## src/rtl/tft_timing_gen.sv

```systemverilog
// Purpose: RGB/TFT raster timing generator with pixel-request lead and built-in test patterns.
// Latency: every output is registered and reflects counter position (h,v) one clock later.
// Backpressure: none; the pixel source must return data exactly REQ_LEAD-1 clocks after pix_req.
module tft_timing_gen #(
  parameter int H_SYNC   = 128,
  parameter int H_BACK   = 88,
  parameter int H_VALID  = 800,
  parameter int H_FRONT  = 40,
  parameter int V_SYNC   = 2,
  parameter int V_BACK   = 33,
  parameter int V_VALID  = 480,
  parameter int V_FRONT  = 10,
  parameter int CNT_W    = 12,
  parameter int DATA_W   = 16,
  parameter int REQ_LEAD = 1,
  parameter int HS_POL   = 1,
  parameter int VS_POL   = 1
) (
  input  logic              sys_clk,
  input  logic              sys_rst,
  input  logic              en,
  input  logic [1:0]        mode,
  input  logic [DATA_W-1:0] pix_data,
  output logic              pix_req,
  output logic [CNT_W-1:0]  pix_x,
  output logic [CNT_W-1:0]  pix_y,
  output logic              hsync,
  output logic              vsync,
  output logic              tft_de,
  output logic [DATA_W-1:0] tft_rgb,
  output logic              frame_start,
  output logic              running
);

  localparam int H_TOTAL = H_SYNC + H_BACK + H_VALID + H_FRONT;
  localparam int V_TOTAL = V_SYNC + V_BACK + V_VALID + V_FRONT;

  localparam logic [CNT_W-1:0] H_MAX  = CNT_W'(H_TOTAL - 1);
  localparam logic [CNT_W-1:0] V_MAX  = CNT_W'(V_TOTAL - 1);
  localparam logic [CNT_W-1:0] HS_END = CNT_W'(H_SYNC);
  localparam logic [CNT_W-1:0] VS_END = CNT_W'(V_SYNC);
  localparam logic [CNT_W-1:0] HA_BEG = CNT_W'(H_SYNC + H_BACK);
  localparam logic [CNT_W-1:0] HA_END = CNT_W'(H_SYNC + H_BACK + H_VALID);
  localparam logic [CNT_W-1:0] VA_BEG = CNT_W'(V_SYNC + V_BACK);
  localparam logic [CNT_W-1:0] VA_END = CNT_W'(V_SYNC + V_BACK + V_VALID);
  localparam logic [CNT_W-1:0] LEAD   = CNT_W'(REQ_LEAD);
  // One extra bit so h+REQ_LEAD near the end of a line cannot wrap into the window.
  localparam logic [CNT_W:0]   RQ_BEG = (CNT_W+1)'(H_SYNC + H_BACK);
  localparam logic [CNT_W:0]   RQ_END = (CNT_W+1)'(H_SYNC + H_BACK + H_VALID);
  localparam logic [CNT_W:0]   RQ_LD  = (CNT_W+1)'(REQ_LEAD);
  localparam logic             HS_ACT = (HS_POL != 0);
  localparam logic             VS_ACT = (VS_POL != 0);

  typedef enum logic [1:0] {S_IDLE, S_RUN, S_STOP} state_t;

  state_t            state_q, state_nx;
  logic [CNT_W-1:0]  cnt_h, cnt_v;
  logic [1:0]        mode_q;
  logic              active, frame_org, frame_end;

  assign active    = (state_q != S_IDLE);
  assign frame_org = active && (cnt_h == '0) && (cnt_v == '0);
  assign frame_end = (cnt_h == H_MAX) && (cnt_v == V_MAX);

  // RGB565 colour of each of the eight bars, left to right.
  function automatic logic [15:0] bar_color(input logic [2:0] idx);
    case (idx)
      3'd0:    bar_color = 16'hFFFF;
      3'd1:    bar_color = 16'hFFE0;
      3'd2:    bar_color = 16'h07FF;
      3'd3:    bar_color = 16'h07E0;
      3'd4:    bar_color = 16'hF81F;
      3'd5:    bar_color = 16'hF800;
      3'd6:    bar_color = 16'h001F;
      default: bar_color = 16'h0000;
    endcase
  endfunction

  // State register.
  always_ff @(posedge sys_clk) begin
    if (sys_rst) state_q <= S_IDLE;
    else         state_q <= state_nx;
  end

  // Next state: a stop request only takes effect once the last position of a frame has been produced.
  always_comb begin
    state_nx = state_q;
    case (state_q)
      S_IDLE:  if (en) state_nx = S_RUN;
      S_RUN:   if (!en) state_nx = S_STOP;
      S_STOP:  if (en) state_nx = S_RUN;
               else if (frame_end) state_nx = S_IDLE;
      default: state_nx = S_IDLE;
    endcase
  end

  // Raster counters, parked at the origin while idle.
  always_ff @(posedge sys_clk) begin
    if (sys_rst || !active) begin
      cnt_h <= '0;
      cnt_v <= '0;
    end else if (cnt_h == H_MAX) begin
      cnt_h <= '0;
      cnt_v <= (cnt_v == V_MAX) ? '0 : cnt_v + 1'b1;
    end else begin
      cnt_h <= cnt_h + 1'b1;
    end
  end

  // Pattern mode is captured only at the frame origin so a frame never mixes patterns.
  always_ff @(posedge sys_clk) begin
    if (sys_rst)        mode_q <= 2'd0;
    else if (frame_org) mode_q <= mode;
  end

  logic              hs_d, vs_d, de_d, req_d, in_v;
  logic [CNT_W:0]    req_h;
  logic [CNT_W-1:0]  x_cur, y_cur, px_d, py_d;
  logic [2:0]        bar_idx;
  logic [DATA_W-1:0] pat_d, rgb_d;

  // Output decode: next value of every registered output from the current counter position.
  always_comb begin
    in_v  = (cnt_v >= VA_BEG) && (cnt_v < VA_END);
    de_d  = active && in_v && (cnt_h >= HA_BEG) && (cnt_h < HA_END);
    req_h = {1'b0, cnt_h} + RQ_LD;
    req_d = active && in_v && (req_h >= RQ_BEG) && (req_h < RQ_END);
    x_cur = cnt_h - HA_BEG;
    y_cur = cnt_v - VA_BEG;
    px_d  = req_d ? (cnt_h + LEAD - HA_BEG) : '1;
    py_d  = req_d ? y_cur : '1;
    hs_d  = (active && (cnt_h < HS_END)) ? HS_ACT : ~HS_ACT;
    vs_d  = (active && (cnt_v < VS_END)) ? VS_ACT : ~VS_ACT;
    // Columns past 8 full bars fall into the last bar.
    bar_idx = 3'd0;
    for (int k = 1; k < 8; k++) begin
      if (x_cur >= CNT_W'(k * (H_VALID / 8))) bar_idx = 3'(k);
    end
    case (mode_q)
      2'd0:    pat_d = pix_data;
      2'd1:    pat_d = DATA_W'(bar_color(bar_idx));
      2'd2:    pat_d = (x_cur[5] ^ y_cur[5]) ? DATA_W'(16'hFFFF) : '0;
      default: pat_d = '0;
    endcase
    rgb_d = de_d ? pat_d : '0;
  end

  // Output register.
  always_ff @(posedge sys_clk) begin
    if (sys_rst) begin
      pix_req     <= 1'b0;
      pix_x       <= '1;
      pix_y       <= '1;
      hsync       <= ~HS_ACT;
      vsync       <= ~VS_ACT;
      tft_de      <= 1'b0;
      tft_rgb     <= '0;
      frame_start <= 1'b0;
      running     <= 1'b0;
    end else begin
      pix_req     <= req_d;
      pix_x       <= px_d;
      pix_y       <= py_d;
      hsync       <= hs_d;
      vsync       <= vs_d;
      tft_de      <= de_d;
      tft_rgb     <= rgb_d;
      frame_start <= frame_org;
      running     <= active;
    end
  end

endmodule

```

## config.mk

```make
export PLATFORM = sky130hd
export DESIGN_NAME = tft_timing_gen
export DESIGN_NICKNAME = d
export VERILOG_FILES = /design/src/rtl/tft_timing_gen.sv
export SDC_FILE = /design/constraint.sdc
export NUM_CORES = 1
export LEC_CHECK = 0
export ABC_AREA = 1
export BUFFER_PORTS_ARGS = -buffer_cell sky130_fd_sc_hd__buf_4
export CAP_MARGIN = 20
export CORE_ASPECT_RATIO = 0.9
export CORE_MARGIN = 1.5
export CORE_UTILIZATION = 55
export CTS_BUF_LIST = sky130_fd_sc_hd__clkbuf_2 sky130_fd_sc_hd__clkbuf_4 sky130_fd_sc_hd__clkbuf_8
export DETAILED_ROUTE_END_ITERATION = 10
export PLACE_DENSITY = 0.86
export SYNTH_ARGS = -nofsm -noshare
export SYNTH_HDL_FRONTEND = slang
export SYNTH_SLANG_ARGS = --single-unit
```

## constraint.sdc

```tcl
create_clock -name sys_clk -period 7.85 [get_ports sys_clk]
set_clock_uncertainty 0.2 [all_clocks]
set_input_delay 1.1775 -clock sys_clk [delete_from_list [all_inputs] [get_ports sys_clk]]
set_output_delay 1.1775 -clock sys_clk [all_outputs]
set_load 0.01 [all_outputs]
```

==> results of run 1 <==
==> cells by family after synthesis <==
kind of cell             count (synthesis)
AO/OA/AOI/OAI                           55
XOR/XNOR                                17
adder cells (fa/ha/maj)                 10
buffers and inverters                   95
flip-flops                              74
AND/OR/NAND/NOR                        266
==> placed cells by master, fill, tap and decap left out, types with 2 or more instances in the layout <==
cell and instances:
nor3_1 14, inv_2 3, nand3_1 49, o2111ai_1 2
dfxtp_1 74, nand3b_1 11, clkinvlp_4 2, nand2_2 4
nor4_1 3, a21oi_1 16, xnor2_1 2, nand4_1 12
o211ai_1 4, ha_1 10, o21ai_0 24, nand2_1 105
xor2_1 14, buf_4 66, nor2_2 2, a31oi_1 2
o21a_1 3, nand3_2 2, inv_1 82, and3_1 2
clkbuf_8 11, nor2_1 55, nor2_4 2
==> how the worst min path moves through the flow <==
| stage | from | depth (start not counted) | end |
|---|---|---|---|
| after floorplan | cnt_v[10] | 1 | cnt_v[10] |
| after global placement | cnt_v[10] | 1 | cnt_v[10] |
| after detailed placement | cnt_v[10] | 1 | cnt_v[10] |
| after CTS | cnt_v[10] | 1 | cnt_v[10] |
| after global routing | cnt_v[10] | 1 | cnt_v[10] |
| final | cnt_v[10] | 1 | cnt_v[10] |
==> routing by layer <==
| metal | wire [um] | track usage | vias to the layer above | share of wire |
|---|---|---|---|---|
| met5 | 0 | 0 | - | 0 |
| met4 | 252 | 0.1046 | 0 | 0.029 |
| met3 | 477 | 0.05589 | 26 | 0.056 |
| met2 | 4094 | 0.4008 | 114 | 0.48 |
| met1 | 3742 | 0.3145 | 1576 | 0.44 |
| li1 | - | - | 1788 | - |
==> stage by stage <==
stage / hold WS [ns] / instances / worst slack, ns
5_1_grt: 0.3003 / 679 / 4.502
3_3_place_gp: 0.2525 / 663 / 5.042
6_report: 0.2659 / 679 / 4.757
2_1_floorplan: 0.2345 / 517 / 5.402
3_5_place_dp: 0.2524 / 663 / 4.842
4_1_cts: 0.2649 / 679 / 4.772
==> final cells by class <==
cell class                      count  area, um^2
Timing Repair Buffer               66       495.5
Inverter                           85       319.1
Multi-Input combinational cell    348        1842
Clock inverter                      4       50.05
Sequential cell                    74        1481
Fill cell                         539        2092
Clock buffer                       12       158.9
Tap cell                           90       112.6
==> worst max-delay path, delay by kind of cell, from the launching register on <==
family	cells	cell delay [ns]
AND/OR/NAND/NOR	6	1.05
flip-flops	1	0.48
XOR/XNOR	1	0.27
adder cells (fa/ha/maj)	1	0.34
AO/OA/AOI/OAI	1	0.57
==> state kept, by name, summed over array words and instances, names as in the netlist, 2 cells and up <==
register and cells:
tft_rgb 16, cnt_h 12, cnt_v 12, pix_x 12
pix_y 12, mode_q 2, state_q 2
==> power groups by stage <==
| stage | clock, W | sequential (W) | combinational [W] |
|---|---|---|---|
| CTS | 0.000309 | 0.000380 | 0.0000368 |
| finish | 0.000305 | 0.000380 | 0.0000369 |
| global placement | 0 | 0.000388 | 0.0000352 |
| floorplan | 0 | 0.000389 | 0.0000207 |
| detailed placement | 0 | 0.000389 | 0.0000365 |
| global route | 0.000325 | 0.000380 | 0.0000410 |
==> run summary, run 1 <==
initial antenna violation count: 0
H-tree level count: 3
Int Power: 0.0005608 W
Tmin final: 3.093 ns
Post-synth EDFFs: 0
fmax: 0.3233 GHz
final WL: 8566 um
ranking of synthesized cells by area: dfxtp_1 (40%), nand2_1 (11%), inv_1 (8.3%), nand3_1 (6.6%), nor2_1 (5.6%)
Final Cell Area: 0.004459 mm^2
total negative setup slack: 0 ns
DR WL/cell: 12.62 um
CP Launch Point: cnt_h[3]
global-route usage over all layers: 0.2467
Mapped Avg Cell Area: 7.161 um^2
Mapped Area: 0.003702 mm^2
critical path capture point type: register
via/cell ratio: 5.161
r2r startpoint: cnt_h[3]
Leakage: 2.160 nW
FF-to-FF path depth: 9
sequential share of the synthesized area: 0.4001
grt ovf: 0
CP max-delay cell: a21boi_4
Synth top cells by count: nand2_1 (105), inv_1 (82), dfxtp_1 (74), nor2_1 (55), nand3_1 (49)
first-pass GRT wire length: 13,820 um
Synth Instances: 517
Simple-Gate Fraction of Synth Area: 0.3346
Top Ports: 67
PD cells: 161.9 mW/mm^2
xor/xnor share of the synthesized area: 0.04224
CTS tree: built
register bit total from synthesis: 74
Slew @ Worst Pin: 0.8500 ns
slew margin rel.: 0.4318
main combinational cell family by area after synthesis: simple AND/OR/NAND/NOR gates
largest net degree at the start of global routing: 25
mux share of post-synthesis cell area: 0
die area: 0.007234 mm^2
Sw Share: 0.2231
Detail Placement HPWL: 6550 um
Main synth FF type: dfxtp_1
initial core utilization: 0.5651
most common cell in the netlist: nand2_1
CP endpoint: pix_y[8]
Post-synth ARST share: 0
Worst R2R End: pix_y[8]
Crit Path Class: reg2reg
# DRC: 0
Iteration-0 DRC Markers: 180
total power: 0.0007218 W
combinational power share: 0.051
postcts setup bufs: 0
Worst setup SP type: register
crit share post-route: 0.3940
Slew Limit Fails: 0
DR vias: 3,504
CTS Hold Bufs: 0
nets: 615
Core ar.: 0.006551 mm^2
clk_lat worst skew: 0.34 ns
total of max-cap violations: 0
Layout area overhead: 20.45%
Die Width: 89.49 um
sw power: 0.0001611 W
Seq pwr share: 0.526
# setup viols final: 0
Worst R2R Setup Slack: 4.76 ns
Rows: 28
count of different cell masters after synthesis: 38
CP Max Fanout: 24
post-route ant nets: 0
largest area contributor in the netlist: dfxtp_1
class of the worst hold path: reg2reg
post-synth top area share: 0.4001
clk sink count: 74
vias in the first global route: 3,121
unrepaired setup endpoints after global routing: false
max incr delay on CP: 0.57 ns
die extent in y: 80.84 um
post-cts sizing count: 0
clk root buf: clkbuf_8
clk slew on worst S/H paths: 0.08 ns
Compound-Gate Fraction of Synth Area: 0.08685
CTS Buffer Depth: 2
WP data required: 7.83 ns
Hold Vio Cnt, Final: 0
status: finished, final reports clean
Synth Net Count: 548
Port Buffers: 66
synth warn: 0
Routability Congestion: 0.9710
cts bufs inserted: 9
ANT cells: 0
dpl cell area: 0.004250 mm^2
clock network power share: 0.423
Synth Area in Adders: 0.03380
CP Cell Sequence: ha_1, nand4_1, nor2_2, nand3_1, xor2_1, nand2_1, nor4_2, a21boi_4, nand3b_1
layout cells sized above 1: 0.1698
Peak VDD IR: 0.0001154 V
critical path arrival: 3.07 ns
DR pass1 iterations: 4
Final Util: 0.6807
Note: power is estimated with default switching activity, not from simulation.
==> inputs of run 2 (changes only) <==
--- a/config.mk
+++ b/config.mk
@@ -5,15 +5,15 @@
 export SDC_FILE = /design/constraint.sdc
 export NUM_CORES = 1
 export LEC_CHECK = 0
-export ABC_AREA = 1
+export ABC_AREA = 0
 export BUFFER_PORTS_ARGS = -buffer_cell sky130_fd_sc_hd__buf_4
 export CAP_MARGIN = 20
 export CORE_ASPECT_RATIO = 0.9
 export CORE_MARGIN = 1.5
-export CORE_UTILIZATION = 55
+export CORE_UTILIZATION = 52
 export CTS_BUF_LIST = sky130_fd_sc_hd__clkbuf_2 sky130_fd_sc_hd__clkbuf_4 sky130_fd_sc_hd__clkbuf_8
 export DETAILED_ROUTE_END_ITERATION = 10
-export PLACE_DENSITY = 0.86
+export PLACE_DENSITY = 0.85
 export SYNTH_ARGS = -nofsm -noshare
 export SYNTH_HDL_FRONTEND = slang
 export SYNTH_SLANG_ARGS = --single-unit
==> constraint.sdc (replaced) <==
create_clock -name sys_clk -period 2.65 [get_ports sys_clk]
set_clock_uncertainty 0.2 [all_clocks]
set_input_delay 0.3975 -clock sys_clk [delete_from_list [all_inputs] [get_ports sys_clk]]
set_output_delay 0.3975 -clock sys_clk [all_outputs]
set_load 0.01 [all_outputs]
==> run 2 against run 1 <==
  * The flow now finishes with violations (setup timing)
  * Critical path depth increased by 1
  * Wire length increased by 34%
  * Sequential share of layout area decreased by 4.7 points
  * Critical path type unchanged
  * Largest cell class unchanged
==> run summary, run 2 <==
Layout area overhead: 36.97%
Synth Net Count: 475 (-13%)
PD cells: 418.5 mW/mm^2 (+160%)
WP data required: 2.75 ns (-5.08 ns)
grt ovf: 0 (unchanged)
layout cells sized above 1: 0.3345 (+0.1647)
global-route usage over all layers: 0.2722 (+0.02552)
most frequent CP cell: buf_4
initial antenna violation count: 0 (unchanged)
Top Ports: 67 (unchanged)
CTS Buffer Depth: 2 (unchanged)
Hold Vio Cnt, Final: 0 (unchanged)
DR WL/cell: 17.63 um (+40%)
cts bufs inserted: 9 (unchanged)
Main synth FF type: dfxtp_1
initial core utilization: 0.5376 (-0.02755)
Mapped Avg Cell Area: 8.567 um^2 (+20%)
DR pass1 iterations: 6 (+2)
via/cell ratio: 5.971 (+16%)
CP Cell Sequence: buf_6, clkinv_1, ha_1, buf_4, a41o_1, a211oi_2, o211ai_1, buf_4, nor3b_4, a211o_1
Slew Limit Fails: 0 (unchanged)
Final WS setup: -0.1171 ns (-4.874 ns)
clk slew on worst S/H paths: 0.08 ns (about the same)
largest net degree at the start of global routing: 24 (-4.0%)
max FFs per register: 16 (unchanged)
CTS tree: built
Iteration-0 DRC Markers: 500 (+180%)
Post-synth EDFFs: 0 (unchanged)
CP max-delay cell: dfxtp_2
nets: 585 (-4.9%)
slew margin rel.: 0.6366 (+0.2049)
Core ar.: 0.007076 mm^2 (+8.0%)
status: finished, violations left
commonest non-fill, non-tap cell in the layout: buf_4
ranking of synthesized cells by area: dfxtp_1 (39%), nand2_1 (4.7%), nor2_1 (4.7%), xnor2_1 (4.1%), xor2_1 (3.9%)
Detail Placement HPWL: 7313 um (+12%)
Slew @ Worst Pin: 0.5424 ns (-0.3076 ns)
ANT cells: 0 (unchanged)
H-tree level count: 3 (unchanged)
max incr delay on CP: 0.37 ns (-0.20 ns)
Worst setup SP type: register
post-synth top area share: 0.3895 (-0.01066)
sequential share of the synthesized area: 0.3895 (-0.01066)
total negative setup slack: -0.9608 ns (-0.9608 ns)
most frequent cells in the layout: buf_4 (122), dfxtp_1 (70), nor2_1 (48)
die extent in y: 84.14 um (+4.1%)
Crit Path Class: reg2reg
register bit total from synthesis: 74 (unchanged)
Routability Congestion: 0.9223 (-5.0%)
Leakage: 2.247 nW (+4.0%)
# setup viols final: 16 (+16)
first-pass GRT wire length: 16,770 um (+21%)
Synth top cells by count: dfxtp_1 (74), nand2_1 (48), nor2_1 (48), clkbuf_1 (21), a21oi_1 (19)
Top reg by flops: tft_rgb
Port Buffers: 66 (unchanged)
synth warn: 0 (unchanged)
Die Width: 93.15 um (+4.1%)
# DRC: 0 (unchanged)
critical path capture point type: register
most common cell in the netlist: dfxtp_1
unrepaired setup endpoints after global routing: true
Inst Count DP: 625 (-5.7%)
Tmin final: 2.767 ns (-0.3258 ns)
clk_lat worst skew: 0.36 ns (+0.02 ns)
clk root buf: clkbuf_8
final WL: 11,500 um (+34%)
Synth Instances: 444 (-14%)
post-route ant nets: 0 (unchanged)
Mapped Area: 0.003804 mm^2 (+2.7%)
Peak VDD IR: 0.0003281 V (+180%)
DR vias: 3,893 (+11%)
largest area contributor in the netlist: dfxtp_1
die area: 0.007837 mm^2 (+8.3%)
crit share post-route: 1.044 (+0.6502)
fmax: 0.3614 GHz (+12%)
clk sink count: 74 (unchanged)
Post-synth ARST share: 0 (unchanged)
CP Max Fanout: 13 (-46%)
pre-CTS setup slack: -0.05700 ns (-4.899 ns)
total of max-cap violations: 0 (unchanged)
vias in the first global route: 3,513 (+13%)
count of different cell masters after synthesis: 68 (+79%)
fin cells: 652 (-4.0%)
Rows: 29 (+3.6%)
class of the worst hold path: in2reg
critical path arrival: 2.86 ns (-0.21 ns)
failing checks: setup timing
==> run 2: cell types whose count changed in the layout (fill, tap and decap cells not counted), moves of 13 or more <==
| cell | delta |
|---|---|
| inv_1 | -66 |
| nand2_1 | -58 |
| buf_4 | +56 |
| nand3_1 | -31 |
| o21ai_0 | -13 |
| xnor2_1 | +13 |
==> run 2: per-layer routing <==
layer / track usage / wire, um / part of all wire
met1: 0.3566 / 4547 / 0.40
met3: 0.06612 / 1086 / 0.094
met2: 0.4313 / 5404 / 0.47
met4: 0.1074 / 458 / 0.040
met5: 0 / 0 / 0
==> run 2: per-stage QoR <==
stage            util  total power [W]  hold WS [ns]  instance area [um^2]
2_1_floorplan       -         0.001173        0.2339                  3809
3_3_place_gp   0.6638         0.001211        0.2921                  4697
6_report       0.7363         0.002180       0.03486                  5210
4_1_cts        0.7047         0.002172     0.0005528                  4986
3_5_place_dp   0.6638         0.001213        0.3087                  4697
5_1_grt        0.7363         0.002236       0.04012                  5210
==> run 2: cells by family after synthesis <==
kind of cell             after synthesis  synth area share
multiplexers                           4           0.01053
AND/OR/NAND/NOR                      180            0.2451
AO/OA/AOI/OAI                         92            0.1826
XOR/XNOR                              36           0.08487
adder cells (fa/ha/maj)               10           0.03289
flip-flops                            74            0.3895
buffers and inverters                 48           0.05461
==> run 2: what timing repair did <==
action                                 in CTS  in global routing
hold buffers                                0                  1
gates cloned                                0                  2
gates resized for setup                    10                 35
buffers inserted                            2                  7
setup endpoints to repair                  14                 39
endpoints found under the hold margin       0                  1
pin swaps                                   9                 23
==> run 2: final timing paths <==
kind / startpoint / end / slack, ns / depth (start not counted)
setup / recovery: cnt_h[3] / tft_rgb[9] / -0.12 / 10
hold / removal: pix_data[5] / tft_rgb[5] / 0.03 / 2
setup reg to reg: cnt_h[3] / tft_rgb[9] / -0.12 / 10
hold reg to reg: state_q[0] / state_q[0] / 0.34 / 1
==> run 2: final cells by class <==
cell class,count,area (um^2)
Tap cell,93,116.4
Timing Repair Buffer,130,1018
Fill cell,472,1866
Multi-Input combinational cell,322,2302
Sequential cell,74,1486
Inverter,17,63.81
Clock buffer,10,131.4
Clock inverter,6,91.34
==> run 2: critical path, delay by kind of cell, from the launching register on <==
family | cells | cell delay, ns
flops | 1 | 0.37
compound gates | 4 | 0.80
buf+inv | 4 | 0.64
simple gates | 1 | 0.32
fa+ha+maj | 1 | 0.37
==> run 2: power by group <==
group	switching (W)	total, W	internal (W)
logic	0.0000315	0.0000672	0.0000357
registers	0.00000719	0.00113	0.00112
clock network	0.000443	0.000987	0.000544
